===== src/rtl/dec_scan_if.sv =====
// dec_scan_if -- bundles the control and result signals of dec_scan.
//
// Handshake note: there is no valid/ready pair on this bus. The controls
// (x_in, mode, en, load, blank) are sampled on every rising clock edge, and
// the results (y_out, idx_out, wrap) are registered. A consumer may read the
// results at any time away from the clock edge.
//
// Signals:
//   x_in    [N-1:0]   select in direct mode, start index for load
//   mode              0 = direct decode, 1 = auto-scan
//   en                1 = advance/update, 0 = freeze
//   load              load x_in into the scan index
//   blank             force outputs dark, return to IDLE
//   y_out   [2^N-1:0] registered one-hot decode
//   idx_out [N-1:0]   current active index
//   wrap              one-cycle pulse on scan wrap-around
//   state   [1:0]     FSM state, for debug (0 IDLE, 1 DIRECT, 2 SCAN)
//   dwell   [7:0]     dwell counter, for debug
interface dec_scan_if #(
   parameter int N = 3
) ();
   logic [N-1:0]      x_in;
   logic              mode;
   logic              en;
   logic              load;
   logic              blank;
   logic [(1<<N)-1:0] y_out;
   logic [N-1:0]      idx_out;
   logic              wrap;
   logic [1:0]        state;
   logic [7:0]        dwell;

   modport master (
      output x_in, mode, en, load, blank,
      input  y_out, idx_out, wrap, state, dwell
   );

   modport slave (
      input  x_in, mode, en, load, blank,
      output y_out, idx_out, wrap, state, dwell
   );
endinterface


===== src/rtl/dec_scan.sv =====
// dec_scan -- N-to-2^N decoder with direct-decode and auto-scan modes.
//
// In DIRECT the registered one-hot output follows x_in with one clock of
// latency. In SCAN the active index advances by one every DWELL enabled
// cycles, wrapping modulo 2^N and pulsing wrap for one cycle on wrap-around.
// Edge priority: rst > blank > load > en-driven update.
//
// Ports:
//   clk  rising-edge clock
//   rst  synchronous active-high reset
//   bus  dec_scan_if slave modport (controls in, y_out/idx_out/wrap out,
//        plus state and dwell for debug)
module dec_scan #(
   parameter int N     = 3,
   parameter int DWELL = 4
) (
   input logic     clk,
   input logic     rst,
   dec_scan_if.slave bus
);
   localparam int         W    = 1 << N;
   localparam logic [7:0] LAST = 8'(DWELL - 1);

   typedef enum logic [1:0] {
      IDLE   = 2'd0,
      DIRECT = 2'd1,
      SCAN   = 2'd2
   } state_t;

   state_t         state_q;
   logic [N-1:0]   idx_q;
   logic [7:0]     dwell_q;
   logic [W-1:0]   y_q;
   logic           wrap_q;

   function automatic logic [W-1:0] onehot(input logic [N-1:0] i);
      logic [W-1:0] v;
      v    = '0;
      v[i] = 1'b1;
      return v;
   endfunction

   always_ff @(posedge clk) begin
      if (rst) begin
         state_q <= IDLE;
         idx_q   <= '0;
         dwell_q <= '0;
         y_q     <= '0;
         wrap_q  <= 1'b0;
      end else if (bus.blank) begin
         // idx is deliberately kept so a later scan resumes where it was
         state_q <= IDLE;
         dwell_q <= '0;
         y_q     <= '0;
         wrap_q  <= 1'b0;
      end else if (bus.load) begin
         // load ignores en and never signals a wrap, even when it moves
         // the index from the top value to zero
         state_q <= bus.mode ? SCAN : DIRECT;
         idx_q   <= bus.x_in;
         dwell_q <= '0;
         y_q     <= onehot(bus.x_in);
         wrap_q  <= 1'b0;
      end else if (!bus.en) begin
         wrap_q <= 1'b0;
      end else begin
         wrap_q <= 1'b0;
         case (state_q)
            IDLE, DIRECT: begin
               if (!bus.mode) begin
                  // leaving IDLE for DIRECT decodes on the same edge, so
                  // the first x_in already appears one clock later
                  state_q <= DIRECT;
                  idx_q   <= bus.x_in;
                  dwell_q <= '0;
                  y_q     <= onehot(bus.x_in);
               end else begin
                  // entering SCAN keeps the current index and starts a
                  // fresh dwell period
                  state_q <= SCAN;
                  dwell_q <= '0;
                  y_q     <= onehot(idx_q);
               end
            end
            SCAN: begin
               if (!bus.mode) begin
                  state_q <= DIRECT;
                  dwell_q <= '0;
                  y_q     <= onehot(idx_q);
               end else if (dwell_q == LAST) begin
                  idx_q   <= idx_q + 1'b1;
                  dwell_q <= '0;
                  y_q     <= onehot(idx_q + 1'b1);
                  wrap_q  <= (idx_q == {N{1'b1}});
               end else begin
                  dwell_q <= dwell_q + 8'd1;
               end
            end
            default: begin
               state_q <= IDLE;
               dwell_q <= '0;
               y_q     <= '0;
            end
         endcase
      end
   end

   assign bus.y_out   = y_q;
   assign bus.idx_out = idx_q;
   assign bus.wrap    = wrap_q;
   assign bus.state   = state_q;
   assign bus.dwell   = dwell_q;
endmodule


===== src/flat_wrapper.sv =====
// flat-port wrapper written by rule: the top's interface ports become plain ports
module dec_scan_flat 
#(
   parameter int N     = 3,
   parameter int DWELL = 4
)
  (clk, rst, bus_x_in, bus_mode, bus_en, bus_load, bus_blank, bus_y_out, bus_idx_out, bus_wrap, bus_state, bus_dwell);
  dec_scan_if #(.N(N)) bus_i ();
  input logic clk;
  input logic rst;
  input wire logic [$bits(bus_i.x_in)-1:0] bus_x_in;
  input wire logic [$bits(bus_i.mode)-1:0] bus_mode;
  input wire logic [$bits(bus_i.en)-1:0] bus_en;
  input wire logic [$bits(bus_i.load)-1:0] bus_load;
  input wire logic [$bits(bus_i.blank)-1:0] bus_blank;
  output wire logic [$bits(bus_i.y_out)-1:0] bus_y_out;
  output wire logic [$bits(bus_i.idx_out)-1:0] bus_idx_out;
  output wire logic [$bits(bus_i.wrap)-1:0] bus_wrap;
  output wire logic [$bits(bus_i.state)-1:0] bus_state;
  output wire logic [$bits(bus_i.dwell)-1:0] bus_dwell;
  assign bus_i.x_in = bus_x_in;
  assign bus_i.mode = bus_mode;
  assign bus_i.en = bus_en;
  assign bus_i.load = bus_load;
  assign bus_i.blank = bus_blank;
  assign bus_y_out = bus_i.y_out;
  assign bus_idx_out = bus_i.idx_out;
  assign bus_wrap = bus_i.wrap;
  assign bus_state = bus_i.state;
  assign bus_dwell = bus_i.dwell;
  dec_scan #(.N(N), .DWELL(DWELL)) u_core (.clk(clk), .rst(rst), .bus(bus_i));
endmodule

===== config.mk =====
export PLATFORM = sky130hd
export DESIGN_NAME = dec_scan_flat
export DESIGN_NICKNAME = d
export VERILOG_FILES = /design/src/rtl/dec_scan_if.sv /design/src/rtl/dec_scan.sv /design/src/flat_wrapper.sv
export SDC_FILE = /design/constraint.sdc
export NUM_CORES = 1
export LEC_CHECK = 0
export ABC_CLOCK_PERIOD_IN_PS = 3340
export CAP_MARGIN = 20
export CORE_MARGIN = 1.5
export CORE_UTILIZATION = 40
export DETAILED_ROUTE_END_ITERATION = 6
export GPL_TIMING_DRIVEN = 0
export PLACE_DENSITY = 0.77
export SYNTH_ARGS = -nofsm -noshare
export SYNTH_HDL_FRONTEND = slang
export SYNTH_SLANG_ARGS = --single-unit

===== constraint.sdc =====
create_clock -name clk -period 3.34 [get_ports clk]
set_input_delay 0.668 -clock clk [delete_from_list [all_inputs] [get_ports clk]]
set_output_delay 0.668 -clock clk [all_outputs]
set_load 0.05 [all_outputs]

# Word-level counts from Yosys, hierarchy flattened
# Index checks and enable logic that the tools add are counted.
# totals
regBits	22
output_inout_bits	22
elab_cells	66
# classes
n_addsub	2
order_cmp	6
n_eq_ne	9
n_mux	26
bitwise	5
reduce_logical	13
# op_table
operator	count
8-bit 2-to-1 mux	8
8-bit one-hot mux with 2 select lines	1
3-bit 2-to-1 mux	5
3-bit by 4-bit < comparator with 1-bit output, second input constant	3
1-bit demux with 3-bit select	3
3-bit by 1-bit >= comparator with 1-bit output, second input constant	3
3-bit != test, second input constant	3
8-bit by 1-bit adder with 8-bit output, second input constant	1
8-bit by 2-bit == test with 1-bit output, second input constant	1
2-bit 2-to-1 mux	4
7-bit OR reduction	1
3-bit one-hot mux with 2 select lines	1
6-bit AND reduction	1
1-bit inverter	5
4-bit by 3-bit != test with 1-bit output, second input constant	1
2-bit one-hot mux with 2 select lines	1
2-bit AND reduction	2
2-bit OR reduction	2
3-bit by 1-bit adder with 3-bit output, second input constant	1
3-bit == test, second input constant	1
1-bit logical AND	3
1-bit 2-to-1 mux	3
3-bit by 2-bit != test with 1-bit output, second input constant	1
3-bit nonzero test	1
5 further kinds	5

# Depth between registers and ports, before layout
# logic_depth
word_depth	10
ltp_mapped	7

# Worst setup path after synthesis
# No wires, ideal clock.
# synth_timing
kind	register to register
startpoint	reg u_core.idx_q[1] (netlist: u_core.bus.idx_out[1])
endpoint	reg u_core.y_q[2] (netlist: u_core.bus.y_out[2])
arrival_ns	2.044
slack_ns	1.205
stages_incl_launch_ff	7
cell_sequence	dfxtp_1 > ha_1 > ha_1 > nor2b_1 > a21oi_1 > or3_1 > a311oi_1
# synth_via
elab_chain_len	10
word_cells_on_any_way	17
cone_classes	add/sub: 1; order compare: 4; mux: 10; reduce/logical: 2
# synth_rtl
item	line	rtl
from (decl)	dec_scan.sv:31	logic [N-1:0] idx_q;
from (signal assigned)	dec_scan.sv:60	idx_q <= bus.x_in;
from (signal assigned)	dec_scan.sv:74	idx_q <= bus.x_in;
from (signal assigned)	dec_scan.sv:91	idx_q <= idx_q + 1'b1;
3-bit by 1-bit adder with 3-bit output	dec_scan.sv:93	y_q <= onehot(idx_q + 1'b1);
3-bit by 4-bit < comparator with 1-bit output (implied by the code) / 3-bit by 1-bit >= comparator with 1-bit output (equally long branches)	dec_scan.sv:39	v[i] = 1'b1;
1-bit logical AND (implied by the code)	dec_scan.sv:39	
1-bit 2-to-1 mux (implied by the code)	dec_scan.sv:39	
1-bit demux with 3-bit select	n/a	
8-bit 2-to-1 mux	dec_scan.sv:90	end else if (dwell_q == LAST) begin
8-bit 2-to-1 mux	dec_scan.sv:86	if (!bus.mode) begin
8-bit one-hot mux with 2 select lines (*)	dec_scan.sv:68	case (state_q)
8-bit 2-to-1 mux (*)	dec_scan.sv:64	end else if (!bus.en) begin
8-bit 2-to-1 mux (*)	dec_scan.sv:56	end else if (bus.load) begin
to (signal assigned)	dec_scan.sv:62	y_q <= onehot(bus.x_in);
to (signal assigned)	dec_scan.sv:89	y_q <= onehot(idx_q);
to (signal assigned)	dec_scan.sv:93	
to (decl)	dec_scan.sv:33	logic [W-1:0] y_q;
# Mark *: on every way between the ends. The rest lies on a longest branch, timed or not. The select of a mux whose other input is x is not followed.
# A chain may end at the register's enable or synchronous reset.

# Worst setup path in the final report
# layout_timing
startpoint	reg u_core.dwell_q[5] (netlist: u_core.bus.dwell[5])
endpoint	out bus_dwell[5]
# layout_lines
item	line	rtl
from (decl)	dec_scan.sv:32	logic [7:0] dwell_q;
from (signal assigned)	dec_scan.sv:96	dwell_q <= dwell_q + 8'd1;
to (decl)	flat_wrapper.sv:20	output wire logic [$bits(bus_i.dwell)-1:0] bus_dwell;
# No word-level cell between the ends.

==> results by stage <==
Finish:
- For this run, the post-layout net count is 222.
- Of the cells placed in the final design, the portion with a size suffix greater than 1 is 0.105.
- The area growth from synthesis to layout is 27.5%.
- After routing the design area is 1830 sq um.
- The fraction of the core area covered by cells at the end of the flow is 0.539.
- Summing all multi-input logic gate instances after layout gives 921 sq um.
- The sequential cells in the finished layout cover a total of 440 sq um.
- The repair_antennas step left the layout with diodes totalling 0.
- The layout filler cell count is 329.

Worst setup path:
- The data required time of the worst path is 2.67 ns.
- For this design, the slowest cell found on the critical path is sky130_fd_sc_hd__clkdlybuf4s50_1.
- Data arrives at the worst endpoint at 1.69 ns.
- The kind of critical path is reg -> out.
- The largest delay contributor family on the critical path is buffers and inverters.
- In this design, the stage delay of the slowest critical-path cell is 0.86 ns.
- STA classifies the critical path endpoint as an output pin.
- The sort of element at the start of the critical path is a register.
- The critical path goes through clkdlybuf4s50_1.
- In this run the worst path has a maximum fanout of 7.
- The combined buffer and inverter count along the critical path is 1.

Yosys:
- The number of synthesis warnings is 0.
- Sorting the synthesized cells by area gives the leading types as sky130_fd_sc_hd__dfxtp_1 31%, sky130_fd_sc_hd__a21oi_1 7.7%, sky130_fd_sc_hd__a311oi_1 4.3%, sky130_fd_sc_hd__nand2_1 3.9%, sky130_fd_sc_hd__nor2_1 2.9%.
- The synthesized area per cell is 8.19 sq um.
- Of the post-synthesis cell area, the dominant cell type holds 0.307.
- The number of flops mapped to enable cells by yosys is 0.
- Counting flops and latches in the post-synthesis netlist gives 22.
- Synthesis instantiated 51 different standard cells from the library.
- sky130_fd_sc_hd__dfxtp_1 takes more of the synthesized area than any other cell.
- The proportion of register bits with asynchronous set or reset after synthesis is 0.
- The portion of the post-synthesis area used by sequential elements is 0.307.
- The commonest cells after synthesis are 22 x sky130_fd_sc_hd__a21oi_1, 22 x sky130_fd_sc_hd__dfxtp_1, 15 x sky130_fd_sc_hd__nand2_1.
- The cell count after synthesis is 175.
- The most used flip-flop cell after synthesis is sky130_fd_sc_hd__dfxtp_1.
- The cell area after synthesis is 1430 sq um.
- The net count of the mapped netlist is 187.

Floorplan:
- The area of the placeable core is 3390 sq um.
- The count of boundary I/O pins is 31.
- The full die area is 3950 sq um.
- The floorplan has 21 rows.
- The die is 62.8 um tall.
- Measured along the x axis, the die boundary spans 62.8 um.
- The effective utilization at floorplan is 0.423.

STA:
- The worst-case clock skew is 0.00816 ns.
- The relative max-transition margin is 0.665.
- The post-route clock period utilization is 0.707.
- The worst hold slack is 0.527 ns.
- The final hold violation count is 0.
- The slack of the critical path is 0.978 ns.
- The final-report setup violation count is 0.
- The worst path needs 2.36 ns of the cycle, external delays included.
- The timing-limited maximum frequency is 423 MHz.
- The worst-margin pin slew is 0.501 ns.
- After routing, the total negative slack on setup checks comes to 0 ns.
- The max-slew violation total from the final report is 0.
- Setup repair after global routing left no endpoint under its margin.

Routing:
- The count of routing violations after the opening detailed-route iteration is 64.
- Summed over all layers, the routed wires come to 3.55 mm.
- The via count normalized by instance count is 5.79.
- Before antenna repair, the detailed router went through 4 iterations.
- The antenna violation net count after detailed routing is 0.
- The total number of vias is 1477.
- In the routed design, unresolved DRC markers number 0.
- Dividing the detail-routed wire length by the instance count gives 13.9 um.

Global routing:
- In the global route stage, overall resource usage came out at 0.184.
- The global-route track usage on met1 is 0.274.
- For met3 alone, demand over resource in global routing was 0.0324.
- The overflow left after global routing is 0.
- The highest-utilization routing layer at the global route stage is met1.
- In the global route stage, met2 resource usage came out at 0.258.
- The initial antenna violation count is 0.
- The via count of the first global-routing pass was 1249.
- The first global-routing pass estimated 5.86 mm of wire.
- Entering global routing, the biggest net connects 13 pins.

Clocking:
- The clock reaches the later pin of the worst-skew pair after 0.33 ns.
- The number of setup buffers added after CTS is 0.
- The number of buffers between clock root and the deepest sink is 2.
- The clock sink count is 22.
- The clock buffer count from CTS is 3.
- In this run the clock root is driven by a sky130_fd_sc_hd__clkbuf_4.
- CTS built an H-tree with a depth of 1.
- The clock tree from TritonCTS is built.
- The clock transition at the register clock pins on the worst setup and hold paths after CTS is 0.14 ns.
- The quantity of gates resized following cts is 0.
- The number of hold-repair buffers added at the cts stage is 0.

Power and ir drop:
- The internal portion of the total power is 385 uW.
- In this run the static leakage power is 0.000607 uW.
- The switching power is 182 uW.
- Of the total power, the share spent switching nets is 0.320.
- The peak ir drop on the vdd network is 154 uV.
- The share of total power dissipated in sequential elements is 0.488.
- Power spread over the standard cell area amounts to 310 nW/um^2.
- The relative contribution of combinational cells to total power is 0.225.
- Of the total power, the clock network draws 0.288.

Placed design:
- The detailed placer's ending HPWL is 2.56 mm.
- Input and output buffers added on the ports amount to 30.
- Before CTS, the worst setup slack after placement is 0.806 ns.
- The global placer's final weighted congestion is 0.778.
- The placed instances occupy a cell area of 1790 sq um.

Status:
- The flow ran to the end, and the final reports show no timing, DRC or antenna violations.

Min path:
- The tightest min-delay check is of the reg -> reg type.

Flow run:
- The tool flagged a number of max-cap violations equal to 0.
[worst min-delay path, cell delays in order (launching register included)]
cell                       delay [ns]
sky130_fd_sc_hd__dfxtp_1         0.34
sky130_fd_sc_hd__a21oi_1         0.11
sky130_fd_sc_hd__a311oi_1        0.05
[metrics by stage]
| stage | cells | power, uW |
|---|---|---|
| floorplan | 175 | 365 |
| detailed placement | 251 | 408 |
| global placement | 251 | 408 |
| finish | 255 | 567 |
| CTS | 255 | 561 |
| global route | 255 | 592 |
[routing by layer]
metal | wire (um) | share of wire | vias to the layer above
li1 | - | - | 745
met1 | 1840 | 0.52 | 674
met2 | 1480 | 0.42 | 51
met3 | 161 | 0.045 | 7
met4 | 68 | 0.019 | 0
met5 | 0 | 0 | -
[layout by cell type (no fill, tap or decap), types with 2 or more instances in the layout]
| cell type | instances |
|---|---|
| sky130_fd_sc_hd__clkdlybuf4s50_1 | 30 |
| sky130_fd_sc_hd__a21oi_1 | 22 |
| sky130_fd_sc_hd__dfxtp_1 | 22 |
| sky130_fd_sc_hd__nand2_1 | 15 |
| sky130_fd_sc_hd__nor2_1 | 11 |
| sky130_fd_sc_hd__a311oi_1 | 7 |
| sky130_fd_sc_hd__buf_2 | 6 |
| sky130_fd_sc_hd__or3_1 | 6 |
| sky130_fd_sc_hd__nand3_1 | 5 |
| sky130_fd_sc_hd__a31oi_1 | 5 |
| sky130_fd_sc_hd__a211oi_1 | 4 |
| sky130_fd_sc_hd__inv_1 | 4 |
| sky130_fd_sc_hd__o21ai_0 | 3 |
| sky130_fd_sc_hd__or2_2 | 3 |
| sky130_fd_sc_hd__clkbuf_1 | 3 |
| sky130_fd_sc_hd__nor3_1 | 3 |
| sky130_fd_sc_hd__nor2b_1 | 3 |
| sky130_fd_sc_hd__a32oi_1 | 3 |
| sky130_fd_sc_hd__a22oi_1 | 3 |
| sky130_fd_sc_hd__nand3b_1 | 3 |
| sky130_fd_sc_hd__mux2i_1 | 3 |
| sky130_fd_sc_hd__ha_1 | 3 |
| sky130_fd_sc_hd__clkbuf_4 | 3 |
| sky130_fd_sc_hd__o21bai_1 | 2 |
| sky130_fd_sc_hd__nand2b_1 | 2 |
| sky130_fd_sc_hd__and4b_1 | 2 |
| sky130_fd_sc_hd__a211oi_2 | 2 |
| sky130_fd_sc_hd__nand4b_1 | 2 |
| sky130_fd_sc_hd__o21ai_1 | 2 |
| sky130_fd_sc_hd__or4_1 | 2 |
| sky130_fd_sc_hd__o31ai_1 | 2 |
[sequential cells by signal, indices dropped and copies added, names as in the netlist]
| register | flops |
|---|---|
| u_core.bus.dwell | 8 |
| u_core.bus.idx_out | 3 |
| u_core.bus.state | 2 |
| u_core.bus.wrap | 1 |
| u_core.bus.y_out | 8 |
[kinds of logic after synthesis]
logic type,after synthesis,synth area share
flops,22,0.307
mux,3,0.0210
compound gates,62,0.293
simple gates,70,0.302
buf+inv,15,0.0498
fa+ha+maj,3,0.0262
[area by class of cell]
| cell class | count | share of cell area |
|---|---|---|
| multi-input cells | 138 | 0.504 |
| flip-flops and latches | 22 | 0.241 |
| repair buffers | 30 | 0.164 |
| well taps | 46 | 0.0315 |
| plain buffers | 11 | 0.0308 |
| clock buffers | 4 | 0.0199 |
| inverters | 4 | 0.00822 |
[power by group through the flow]
stage                     registers, uW  clock network, uW  logic [uW]
after floorplan                     305                  0        59.9
after global placement              282                  0         126
after detailed placement            282                  0         126
after global routing                278                177         137
final                               276                163         127
after CTS                           276                158         126
[path summary, 6_finish.rpt]
kind | from | endpoint | slack, ns | cells past startpoint
setup / recovery | u_core.bus.dwell[5]$_SDFFE_PP0P_ | bus_dwell[5] | 0.98 | 1
hold / removal | u_core.bus.y_out[4]$_SDFFE_PP0P_ | u_core.bus.y_out[4]$_SDFFE_PP0P_ | 0.53 | 2
setup reg to reg | u_core.bus.idx_out[0]$_SDFFE_PP0P_ | u_core.bus.y_out[5]$_SDFFE_PP0P_ | 1.27 | 6
hold reg to reg | u_core.bus.y_out[4]$_SDFFE_PP0P_ | u_core.bus.y_out[4]$_SDFFE_PP0P_ | 0.53 | 2
No activity file was read; power rests on OpenSTA's default activity.
